### src/rtl/dir_pulse_gen_if.sv
// Pushbutton-to-strobe bundle: raw button levels in, move strobes and debounced levels out.
// The button source (board or bench) is the master; dir_pulse_gen is the slave.
interface dir_pulse_gen_if;
    logic       btnU;
    logic       btnD;
    logic       btnL;
    logic       btnR;
    logic       up;
    logic       down;
    logic       left;
    logic       right;
    logic [3:0] held;

    modport master (
        output btnU, btnD, btnL, btnR,
        input  up, down, left, right, held
    );

    modport slave (
        input  btnU, btnD, btnL, btnR,
        output up, down, left, right, held
    );
endinterface

### src/rtl/dir_pulse_gen.sv
// Debounces four raw pushbuttons and turns them into single-cycle move strobes with
// auto-repeat, all driven from one shared timer so diagonals always strobe together.
module dir_pulse_gen #(
    parameter int DEBOUNCE_CYCLES = 1000000,
    parameter int REPEAT_DELAY    = 25000000,
    parameter int REPEAT_PERIOD   = 1000000
) (
    input  logic         clk,
    input  logic         rst,
    dir_pulse_gen_if.slave bus
);

    localparam int DB_W    = $clog2(DEBOUNCE_CYCLES);
    localparam int RPT_MAX = (REPEAT_DELAY > REPEAT_PERIOD) ? REPEAT_DELAY : REPEAT_PERIOD;
    localparam int RPT_W   = $clog2(RPT_MAX);

    localparam logic [DB_W-1:0]  DB_LAST     = DB_W'(DEBOUNCE_CYCLES - 1);
    localparam logic [RPT_W-1:0] DELAY_LAST  = RPT_W'(REPEAT_DELAY - 1);
    localparam logic [RPT_W-1:0] PERIOD_LAST = RPT_W'(REPEAT_PERIOD - 1);

    typedef enum logic [1:0] {
        IDLE   = 2'd0,
        DELAY  = 2'd1,
        REPEAT = 2'd2
    } state_t;

    // Bit order throughout is {U, D, L, R}.
    logic [3:0]      raw;
    logic [3:0]      sync1;
    logic [3:0]      sync2;
    logic [3:0]      stable;
    logic [DB_W-1:0] db_cnt [4];

    assign raw = {bus.btnU, bus.btnD, bus.btnL, bus.btnR};

    // NOTE: sequential state uses non-blocking assignments so every flop samples
    // pre-edge values; blocking here would collapse the 2-FF synchronizer into one stage.
    always_ff @(posedge clk) begin
        if (rst) begin
            sync1  <= '0;
            sync2  <= '0;
            stable <= '0;
            // NOTE: the per-button counters are a small register array, not RAM, so they
            // can and must be cleared in reset like any other flop.
            for (int i = 0; i < 4; i++) begin
                db_cnt[i] <= '0;
            end
        end else begin
            sync1 <= raw;
            sync2 <= sync1;
            for (int i = 0; i < 4; i++) begin
                if (sync2[i] == stable[i]) begin
                    db_cnt[i] <= '0;
                end else if (db_cnt[i] == DB_LAST) begin
                    stable[i] <= ~stable[i];
                    db_cnt[i] <= '0;
                end else begin
                    db_cnt[i] <= db_cnt[i] + DB_W'(1);
                end
            end
        end
    end

    // Opposite directions cancel each other out rather than picking a winner.
    logic [3:0] mask;

    always_comb begin
        mask = stable;
        if (stable[3] && stable[2]) mask[3:2] = 2'b00;
        if (stable[1] && stable[0]) mask[1:0] = 2'b00;
    end

    state_t           state_q;
    state_t           state_d;
    logic [RPT_W-1:0] cnt_q;
    logic [RPT_W-1:0] cnt_d;
    logic [3:0]       prev_mask_q;
    logic [3:0]       strobe_q;
    logic [3:0]       strobe_d;
    logic             fire;
    logic             gained;

    assign gained = |(mask & ~prev_mask_q);

    // NOTE: every signal written in this block gets a default first; a path that
    // skips an assignment would otherwise infer a latch.
    always_comb begin
        state_d = state_q;
        cnt_d   = cnt_q;
        fire    = 1'b0;

        case (state_q)
            IDLE: begin
                if (mask != 4'b0000) begin
                    fire    = 1'b1;
                    cnt_d   = '0;
                    state_d = DELAY;
                end
            end
            DELAY: begin
                if (mask == 4'b0000) begin
                    cnt_d   = '0;
                    state_d = IDLE;
                end else if (gained) begin
                    fire  = 1'b1;
                    cnt_d = '0;
                end else if (cnt_q == DELAY_LAST) begin
                    fire    = 1'b1;
                    cnt_d   = '0;
                    state_d = REPEAT;
                end else begin
                    cnt_d = cnt_q + RPT_W'(1);
                end
            end
            REPEAT: begin
                if (mask == 4'b0000) begin
                    cnt_d   = '0;
                    state_d = IDLE;
                end else if (gained) begin
                    fire    = 1'b1;
                    cnt_d   = '0;
                    state_d = DELAY;
                end else if (cnt_q == PERIOD_LAST) begin
                    fire  = 1'b1;
                    cnt_d = '0;
                end else begin
                    cnt_d = cnt_q + RPT_W'(1);
                end
            end
            default: begin
                cnt_d   = '0;
                state_d = IDLE;
            end
        endcase

        strobe_d = fire ? mask : 4'b0000;
    end

    always_ff @(posedge clk) begin
        if (rst) begin
            state_q     <= IDLE;
            cnt_q       <= '0;
            prev_mask_q <= '0;
            strobe_q    <= '0;
        end else begin
            state_q     <= state_d;
            cnt_q       <= cnt_d;
            prev_mask_q <= mask;
            strobe_q    <= strobe_d;
        end
    end

    assign bus.up    = strobe_q[3];
    assign bus.down  = strobe_q[2];
    assign bus.left  = strobe_q[1];
    assign bus.right = strobe_q[0];
    assign bus.held  = stable;

endmodule

### src/flat_wrapper.sv
// flat-port wrapper written by rule: the top's interface ports become plain ports
module dir_pulse_gen_flat 
#(
    parameter int DEBOUNCE_CYCLES = 1000000,
    parameter int REPEAT_DELAY    = 25000000,
    parameter int REPEAT_PERIOD   = 1000000
)
  (clk, rst, bus_btnU, bus_btnD, bus_btnL, bus_btnR, bus_up, bus_down, bus_left, bus_right, bus_held);
  dir_pulse_gen_if bus_i ();
  input  logic clk;
  input  logic rst;
  input wire logic [$bits(bus_i.btnU)-1:0] bus_btnU;
  input wire logic [$bits(bus_i.btnD)-1:0] bus_btnD;
  input wire logic [$bits(bus_i.btnL)-1:0] bus_btnL;
  input wire logic [$bits(bus_i.btnR)-1:0] bus_btnR;
  output wire logic [$bits(bus_i.up)-1:0] bus_up;
  output wire logic [$bits(bus_i.down)-1:0] bus_down;
  output wire logic [$bits(bus_i.left)-1:0] bus_left;
  output wire logic [$bits(bus_i.right)-1:0] bus_right;
  output wire logic [$bits(bus_i.held)-1:0] bus_held;
  assign bus_i.btnU = bus_btnU;
  assign bus_i.btnD = bus_btnD;
  assign bus_i.btnL = bus_btnL;
  assign bus_i.btnR = bus_btnR;
  assign bus_up = bus_i.up;
  assign bus_down = bus_i.down;
  assign bus_left = bus_i.left;
  assign bus_right = bus_i.right;
  assign bus_held = bus_i.held;
  dir_pulse_gen #(.DEBOUNCE_CYCLES(DEBOUNCE_CYCLES), .REPEAT_DELAY(REPEAT_DELAY), .REPEAT_PERIOD(REPEAT_PERIOD)) u_core (.clk(clk), .rst(rst), .bus(bus_i));
endmodule
### config.mk
export PLATFORM = sky130hd
export DESIGN_NAME = dir_pulse_gen_flat
export DESIGN_NICKNAME = d
export VERILOG_FILES = /design/src/rtl/dir_pulse_gen_if.sv /design/src/rtl/dir_pulse_gen.sv /design/src/flat_wrapper.sv
export SDC_FILE = /design/constraint.sdc
export NUM_CORES = 1
export LEC_CHECK = 0
export ABC_AREA = 1
export BUFFER_PORTS_ARGS = -buffer_cell sky130_fd_sc_hd__buf_4
export CAP_MARGIN = 20
export CELL_PAD_IN_SITES_DETAIL_PLACEMENT = 0
export CELL_PAD_IN_SITES_GLOBAL_PLACEMENT = 1
export CORE_MARGIN = 2
export CORE_UTILIZATION = 51
export DETAILED_ROUTE_END_ITERATION = 8
export PLACE_DENSITY_LB_ADDON = 0.1
export SKIP_CTS_REPAIR_TIMING = 1
export SYNTH_ARGS = -nofsm -noshare
export SYNTH_HDL_FRONTEND = slang
export SYNTH_SLANG_ARGS = --single-unit
### constraint.sdc
create_clock -name clk -period 2.9 [get_ports clk]
set_clock_uncertainty 0.1 [all_clocks]
set_input_delay 0.435 -clock clk [delete_from_list [all_inputs] [get_ports clk]]
set_output_delay 0.435 -clock clk [all_outputs]
set_load 0.005 [all_outputs]
==> flow_summary.json <==
{
  "fin_util_pct": 60.5,
  "synth_edf_count": 80,
  "synthFlopType": "edfxtp_1",
  "ant_nets": 0,
  "fin_ws_ps": 477,
  "dp_slack_ps": 485,
  "io_pins": 14,
  "hold_class": "in2reg",
  "cts-root-buf": "clkbuf_16",
  "worstMarginPinSlew_ps": 538,
  "postSynthAreaPerCell_sq_um": 7.70,
  "syn_inst": 943,
  "place_congestion": 0.850,
  "htree_levels": 4,
  "holdWs_ps": 113,
  "synth-seq-cells": 127,
  "reg2reg_from": "u_core.db_cnt[1][0]",
  "timing.slew.headroom_pct": 63.9,
  "yosysTopAreaCell": "edfxtp_1",
  "firstDrtPassIters": 5,
  "r2r_cells": 9,
  "yosysSeqAreaShare_pct": 46.0,
  "antenna_found_initial": 0,
  "synth.area.top_cells": "edfxtp_1, dfxtp_1, nand2_1",
  "synth_top_area_share_pct": 33.1,
  "start_util_pct": 52.3,
  "grt_max_degree": 28,
  "whs_path_depth": 3,
  "outcome": "complete, no violations",
  "fp.coreArea_sq_um": 13900,
  "crit_path_max_fanout": 11,
  "fin_nets": 1060,
  "rsz0062_at_grt": "no",
  "regToRegSetupSlack_ps": 480,
  "setup_violations": 0,
  "min-delay-start": "bus_btnL",
  "async_flop_share_pct": 0,
  "routed_wl_mm": 14.9,
  "die-width_um": 123,
  "antenna_cells": 0,
  "syn_to_final_growth_pct": 15.6,
  "vias": 6086,
  "clock_latency_ps": 420,
  "fin_crit_ps": 2420,
  "cts.sinks": 127,
  "clock_path_buffers": 2,
  "finalMaxSlewViolations": 0,
  "irDropWorstVdd_mv": 0.381,
  "drive_gt1_share_pct": 6.55,
  "finalHoldViolations": 0,
  "port_buffers": 13,
  "syn-cell-area_sq_um": 7270,
  "cts_made_buffers": 17,
  "crit_path_end_kind": "register",
  "yosys-top-cells-count": "nand2_1, nor2_1, inv_1, nand3_1, edfxtp_1",
  "design_area_sq_um": 8400,
  "p_leak_nw": 3.32,
  "row_count": 43,
  "drt_iter0_drc": 387,
  "grt_pass1_wl_mm": 25.4,
  "drc_errors": 0,
  "nFillCells": 1308,
  "critical_path_class": "reg2reg",
  "dpl_cell_area_sq_um": 7810,
  "critPathArrivalTime_ps": 2500,
  "timing.rr.end": "u_core.db_cnt[1][8]",
  "critPathLaunchType": "register",
  "synth.distinct_cells": 42,
  "crit_required_ps": 2970,
  "fin_crit_sh_pct": 83.6,
  "grt_pass1_vias": 5648,
  "wl_per_cell_um": 12.1,
  "grt-ovfl-total": 0,
  "yosys_warnings": 0,
  "max_freq_mhz": 413,
  "synth.most_common_cell": "nand2_1",
  "design.die.area_sq_um": 15200,
  "cts_tree": "done",
  "vias_per_cell": 4.93,
  "clkTransAtPathRegs_ps": 60,
  "worstHoldEndpoint": "u_core.sync1[1]",
  "maxCapViolations": 0,
  "power.density_nw_per_um2": 549,
  "dp_hpwl_mm": 11.0,
  "grt_usage_pct": 21.2,
  "tns_ps": 0,
  "die_h_um": 123
}
sequential cells by signal (all words and copies together) (netlist names):
name / flops
u_core.cnt_q: 25
u_core.sync1: 4
u_core.strobe_q: 4
u_core.db_cnt: 80
u_core.prev_mask_q: 4
u_core.sync2: 4
u_core.bus.held: 4
u_core.state_q: 2
metal layers:
layer	global-route usage, %	wire length (um)	vias to the layer above
met5	0	0	-
met4	7.24	232	0
met3	4.57	448	17
met2	34.1	6860	82
met1	28.4	7410	2734
li1	-	-	3253
per-stage QoR:
step	std cells	total power, mW
2_1_floorplan	1022	2.45
3_3_place_gp	1202	2.54
3_5_place_dp	1202	2.54
4_1_cts	1234	4.66
5_1_grt	1234	4.81
6_report	1234	4.61
layout by cell type (no fill, tap or decap), types with 4 or more instances in the layout:
master,instances
a21oi_1,52
a31oi_1,4
buf_4,19
clkbuf_16,18
clkinvlp_4,5
conb_1,80
dfxtp_1,47
edfxtp_1,80
ha_1,13
inv_1,133
nand2_1,170
nand3_1,81
nand3b_1,4
nand4_1,38
nor2_1,161
nor3_1,45
nor3b_1,7
nor4_1,10
o21ai_0,24
or2_2,4
xnor2_1,7
xor2_1,20
layout make-up:
class / instances / area [sq um] / area share (%)
Multi-Input combinational cell: 741 / 3570 / 42.6
Sequential cell: 127 / 3340 / 39.8
Inverter: 134 / 503 / 5.99
Clock buffer: 18 / 450 / 5.36
Tap cell: 180 / 225 / 2.68
Timing Repair Buffer: 20 / 163 / 1.94
Clock inverter: 14 / 141 / 1.68
cells by family (layout without fill, tap and decap cells):
kind of cell	count (synthesis)	in the layout	synth area share, %
xor gates and xnor gates	27	27	3.25
AOI/OAI and AO/OA	88	88	6.54
other	1	80	0.0516
and+or+nand+nor	533	533	33.0
adders and majority gates	13	13	2.24
buffers and inverters	154	186	8.87
DFF	127	127	46.0
worst max-delay path, cell delays in order (launching register included):
cell and delay [ps]:
edfxtp_1 430, ha_1 220, nand2_1 100, nor2_1 210, inv_1 80, nor2_1 130
nand4_1 190, nand2_1 390, buf_4 260, a21oi_1 60
how the worst max path moves through the flow:
| stage | startpoint | endpoint | slack [ps] | cells after the start |
|---|---|---|---|---|
| after global placement | u_core.db_cnt[1][0] | u_core.db_cnt[1][19] | 530 | 9 |
| after CTS | u_core.db_cnt[1][0] | u_core.db_cnt[1][8] | 460 | 9 |
| final | u_core.db_cnt[1][0] | u_core.db_cnt[1][8] | 480 | 9 |
| after detailed placement | u_core.db_cnt[1][0] | u_core.db_cnt[1][7] | 490 | 9 |
| after global routing | u_core.db_cnt[1][0] | u_core.db_cnt[1][6] | 260 | 9 |
| after floorplan | u_core.db_cnt[2][0] | u_core.db_cnt[2][16] | 930 | 9 |
power breakdown:
part / internal [mW] / total (mW) / switching, mW / leakage [nW]
registers: 1.98 / 2.05 / 0.0673 / 1.21
clock network: 1.31 / 2.11 / 0.801 / 0.274
logic: 0.131 / 0.451 / 0.320 / 1.84
(Power assumes the default switching activity.)
